**config.mk**
```make
export PLATFORM = sky130hd
export DESIGN_NAME = xor_frame_parity
export DESIGN_NICKNAME = d
export VERILOG_FILES = /design/src/rtl/xor_frame_parity.sv
export SDC_FILE = /design/constraint.sdc
export NUM_CORES = 1
export LEC_CHECK = 0
export ABC_AREA = 1
export CAP_MARGIN = 20
export CORE_ASPECT_RATIO = 1.1
export CORE_MARGIN = 10
export CORE_UTILIZATION = 55
export CTS_CLUSTER_SIZE = 40
export DETAILED_ROUTE_END_ITERATION = 6
export HOLD_SLACK_MARGIN = 0.06
export PLACE_DENSITY_LB_ADDON = 0.1
export SYNTH_ARGS = -nofsm -noshare
export SYNTH_HDL_FRONTEND = slang
export SYNTH_SLANG_ARGS = --single-unit
```
**constraint.sdc**
```tcl
create_clock -name clk_i -period 3.58 [get_ports clk_i]
set_input_delay 0.537 -clock clk_i [delete_from_list [all_inputs] [get_ports clk_i]]
set_output_delay 0.537 -clock clk_i [all_outputs]
set_load 0.01 [all_outputs]
```
**src/rtl/xor_frame_parity.sv**
```systemverilog
// xor_frame_parity: streaming column-wise XOR of a frame with parity, truncation and check-word compare
module xor_frame_parity #(
    parameter int WIDTH     = 8,
    parameter int MAX_BEATS = 16,
    parameter int ODD       = 0,
    parameter int CNT_WIDTH = 8
) (
    input  logic                 clk_i,
    input  logic                 rst_ni,
    input  logic [WIDTH-1:0]     in_data_i,
    input  logic                 in_valid_i,
    input  logic                 in_last_i,
    output logic                 in_ready_o,
    input  logic                 chk_en_i,
    input  logic [WIDTH-1:0]     chk_word_i,
    output logic [WIDTH-1:0]     out_word_o,
    output logic                 out_parity_o,
    output logic                 out_trunc_o,
    output logic                 out_valid_o,
    input  logic                 out_ready_i,
    output logic                 err_o,
    output logic [CNT_WIDTH-1:0] err_count_o,
    input  logic                 clr_count_i
);
    localparam int BW = $clog2(MAX_BEATS + 1);

    typedef enum logic {IDLE = 1'b0, ACCUM = 1'b1} state_t;

    state_t               state_q, state_d;
    logic [WIDTH-1:0]     acc_q, acc_d, word_q, sum;
    logic [BW-1:0]        cnt_q, cnt_d, beat_num;
    logic                 valid_q, par_q, trunc_q, err_q;
    logic                 accept, term, mism;
    logic [CNT_WIDTH-1:0] ecnt_q;

    // Frame state, running XOR and beat count; reset discards any open frame
    always_ff @(posedge clk_i or negedge rst_ni) begin
        if (!rst_ni) begin
            state_q <= IDLE;
            acc_q   <= '0;
            cnt_q   <= '0;
        end else begin
            state_q <= state_d;
            acc_q   <= acc_d;
            cnt_q   <= cnt_d;
        end
    end

    // Next state: a terminating beat closes the frame, any other accepted beat keeps it open
    always_comb begin
        state_d = accept ? (term ? IDLE : ACCUM) : state_q;
    end

    // Handshake, beat arithmetic and termination; the first beat of a frame replaces the accumulator
    always_comb begin
        in_ready_o   = ~valid_q | out_ready_i;
        accept       = in_valid_i & in_ready_o;
        sum          = (state_q == IDLE) ? in_data_i : acc_q ^ in_data_i;
        beat_num     = (state_q == IDLE) ? BW'(1) : cnt_q + BW'(1);
        term         = accept & (in_last_i | (beat_num == BW'(MAX_BEATS)));
        mism         = chk_en_i & (sum != chk_word_i);
        acc_d        = accept ? sum : acc_q;
        cnt_d        = accept ? (term ? '0 : beat_num) : cnt_q;
        out_word_o   = word_q;
        out_parity_o = par_q;
        out_trunc_o  = trunc_q;
        out_valid_o  = valid_q;
        err_o        = err_q;
        err_count_o  = ecnt_q;
    end

    // Result holding register: loads on termination, otherwise holds until the consumer takes it
    always_ff @(posedge clk_i or negedge rst_ni) begin
        if (!rst_ni) begin
            valid_q <= 1'b0;
            word_q  <= '0;
            par_q   <= 1'b0;
            trunc_q <= 1'b0;
            err_q   <= 1'b0;
        end else if (term) begin
            valid_q <= 1'b1;
            word_q  <= sum;
            par_q   <= (^sum) ^ (ODD != 0);
            trunc_q <= ~in_last_i;
            err_q   <= mism;
        end else if (out_ready_i) begin
            valid_q <= 1'b0;
        end
    end

    // Saturating mismatch counter; clear wins over a simultaneous increment
    always_ff @(posedge clk_i or negedge rst_ni) begin
        if (!rst_ni) begin
            ecnt_q <= '0;
        end else if (clr_count_i) begin
            ecnt_q <= '0;
        end else if (term && mism && !(&ecnt_q)) begin
            ecnt_q <= ecnt_q + CNT_WIDTH'(1);
        end
    end
endmodule

```
==> results.yml <==
clock_tree:
  post_cts_buffers: 0
  cts_made_buffers: 5
  hold_buffers: 0
  tritoncts: "yes"
  ctsResizeCount: 0
  cts-root-buf: "clkbuf_8"
  cts.sinks: 34
  cts_buffer_depth: 2
  clkTransAtPathRegs_ns: 0.06
  worst_skew_pair.late_latency_ns: 0.29
  ctsHtreeMaxLevel: 2
logic_synthesis:
  yosys.area.top_type: "dfrtp_1"
  ys_ff_latch: 34
  syn-num-nets: 282
  ys_warn_count: 0
  syn_avg_cell_area_sq_um: 8.36
  synth_top_area_frac: 0.396
  seq_area_frac_synth: 0.396
  syn_inst: 257
  synth_cell_types: 30
  synthTopCellsByArea: "dfrtp_1, nand2_1, nand3_1"
  syn_area_sq_mm: 0.00215
route:
  drc: 0
  routed_wl_mm: 4.72
  vias_per_cell: 5.13
  drt_iter0_drc: 109
  wl_per_cell_um: 13.4
  postRouteAntennaNets: 0
  via_count: 1811
  first_pass_iters: 4
sta:
  finalCriticalPeriod_ns: 2.20
  tns_ns: 0
  setup_violations: 0
  setup_ws_ns: 1.38
  min_period_over_period: 0.614
  max_freq_ghz: 0.455
  finClkSkew_ns: 0.00550
  rsz0062_at_grt: "false"
  max_slew_margin: 0.669
  whs_ns: 0.487
  hold_violations: 0
  drv_slew: 0
  worstMarginPinSlew_ns: 0.497
pwr:
  leakagePower_uw: 0.00134
  p_sw_uw: 392
  clkPwrFrac: 0.230
  comb_power_share: 0.336
  power.total_uw: 1160
  vdd_drop_max_mv: 0.246
  internal_power_uw: 767
  pwr-share-seq: 0.434
  switching_share: 0.338
  power_density_mw_per_mm2: 433
critical_path:
  cp-start-kind: "primary input"
  cp-end-kind: "output port"
  critPathKind: "in2out"
  worst_ep_arrival_time_ns: 1.66
  worstPathRequired_ns: 3.04
  crit_fanout: 3
final_layout:
  fin_nets: 328
  layout_common_cells: "nand2_1, clkdlybuf4s50_1, dfrtp_1, inv_1, nor2_1"
  layout-drive-gt1-share: 0.125
  area_growth_syn_to_layout_pct: 24.6
  final_common_cell: "nand2_1"
  n_fill_cell: 305
  insertedDiodeCount: 0
  fin_area_sq_mm: 0.00268
job:
  maxCapViolCount: 0
floorplanning:
  die_area_sq_mm: 0.00681
  rows: 23
  dieHeight_um: 85.6
  start_util: 0.579
  core_area_sq_mm: 0.00371
  ioPinCount: 44
  die_x_um: 79.6
outcome:
  status: "finished clean"
worst_hold_path:
  min_path_type: "reg2reg"
place:
  port_buffers: 43
  place.gp.congestion: 0.799
  dp_slack_ns: 1.22
  place_area_sq_mm: 0.00260
  dp_hpwl_mm: 3.52
global_routing:
  grt.overflow.total: 0
  grt_max_degree: 35
  grt_usage: 0.144
  antenna_found_initial: 0
  grt_first_pass_wirelength_mm: 8.09
  grt_pass1_vias: 1793
-- through the flow --
step	utilization	std cells
finish	0.721	353
global route	0.721	353
CTS	0.721	353
detailed placement	0.701	346
global placement	0.701	346
floorplan	-	257
-- worst max-delay path, stage by stage --
cell             delay [ns]
clkdlybuf4s50_1        0.46
inv_1                  0.04
nand2_1                0.08
clkdlybuf4s50_1        0.55
-- state kept, by name (all words and copies together) (netlist names), 5 cells and up --
name         count
acc_q            8
err_count_o      8
out_word_o       8
cnt_q            5
-- power groups by stage --
stage	clock [uW]	combinational [uW]	sequential, uW
CTS	270	396	503
global route	292	439	510
global placement	0	384	509
floorplan	0	243	512
finish	266	390	504
detailed placement	0	395	510
-- layout make-up --
class / count / area (sq um) / area share
Timing Repair Buffer: 46 / 453 / 0.169
Sequential cell: 34 / 851 / 0.318
Inverter: 25 / 106 / 0.0397
Multi-Input combinational cell: 191 / 1130 / 0.421
Clock buffer: 7 / 76.3 / 0.0285
Tap cell: 50 / 62.6 / 0.0234
-- cells by family after synthesis --
kind of cell	after synthesis	synth area share
fa+ha+maj	2	0.0116
flops	34	0.396
buf+inv	32	0.0786
simple gates	157	0.408
compound gates	21	0.0612
xor+xnor	11	0.0448
-- routing by layer --
layer | GRT usage | up-vias | share of wire
met4 | 0.0571 | 0 | 0.015
met5 | 0 | - | 0
met1 | 0.172 | 826 | 0.45
met2 | 0.230 | 40 | 0.47
met3 | 0.0532 | 10 | 0.062
li1 | - | 935 | -
-- synth_stat cells, drive strengths merged --
cell type	n
buf	6
clkinv	2
or2	1
o31ai	1
dfrtp	34
nand4	11
o21ai	6
xnor2	8
xor2	3
nor2	27
inv	23
a31oi	14
nand3	25
ha	2
nand3b	11
nand2	82
clkbuf	1
-- final timing paths --
path	cells after the start	slack, ns	endpoint	startpoint
worst max register to register	14	1.46	err_count_o[7]	state_q
min in group asynchronous	2	0.66	acc_q[2]	rst_ni
max in group asynchronous	2	2.60	out_trunc_o	rst_ni
worst max-delay path	4	1.38	in_ready_o	out_ready_i
worst min register to register	2	0.49	out_trunc_o	out_trunc_o
worst min-delay path	2	0.49	out_trunc_o	out_trunc_o
Power figures use the tool's default switching activity.
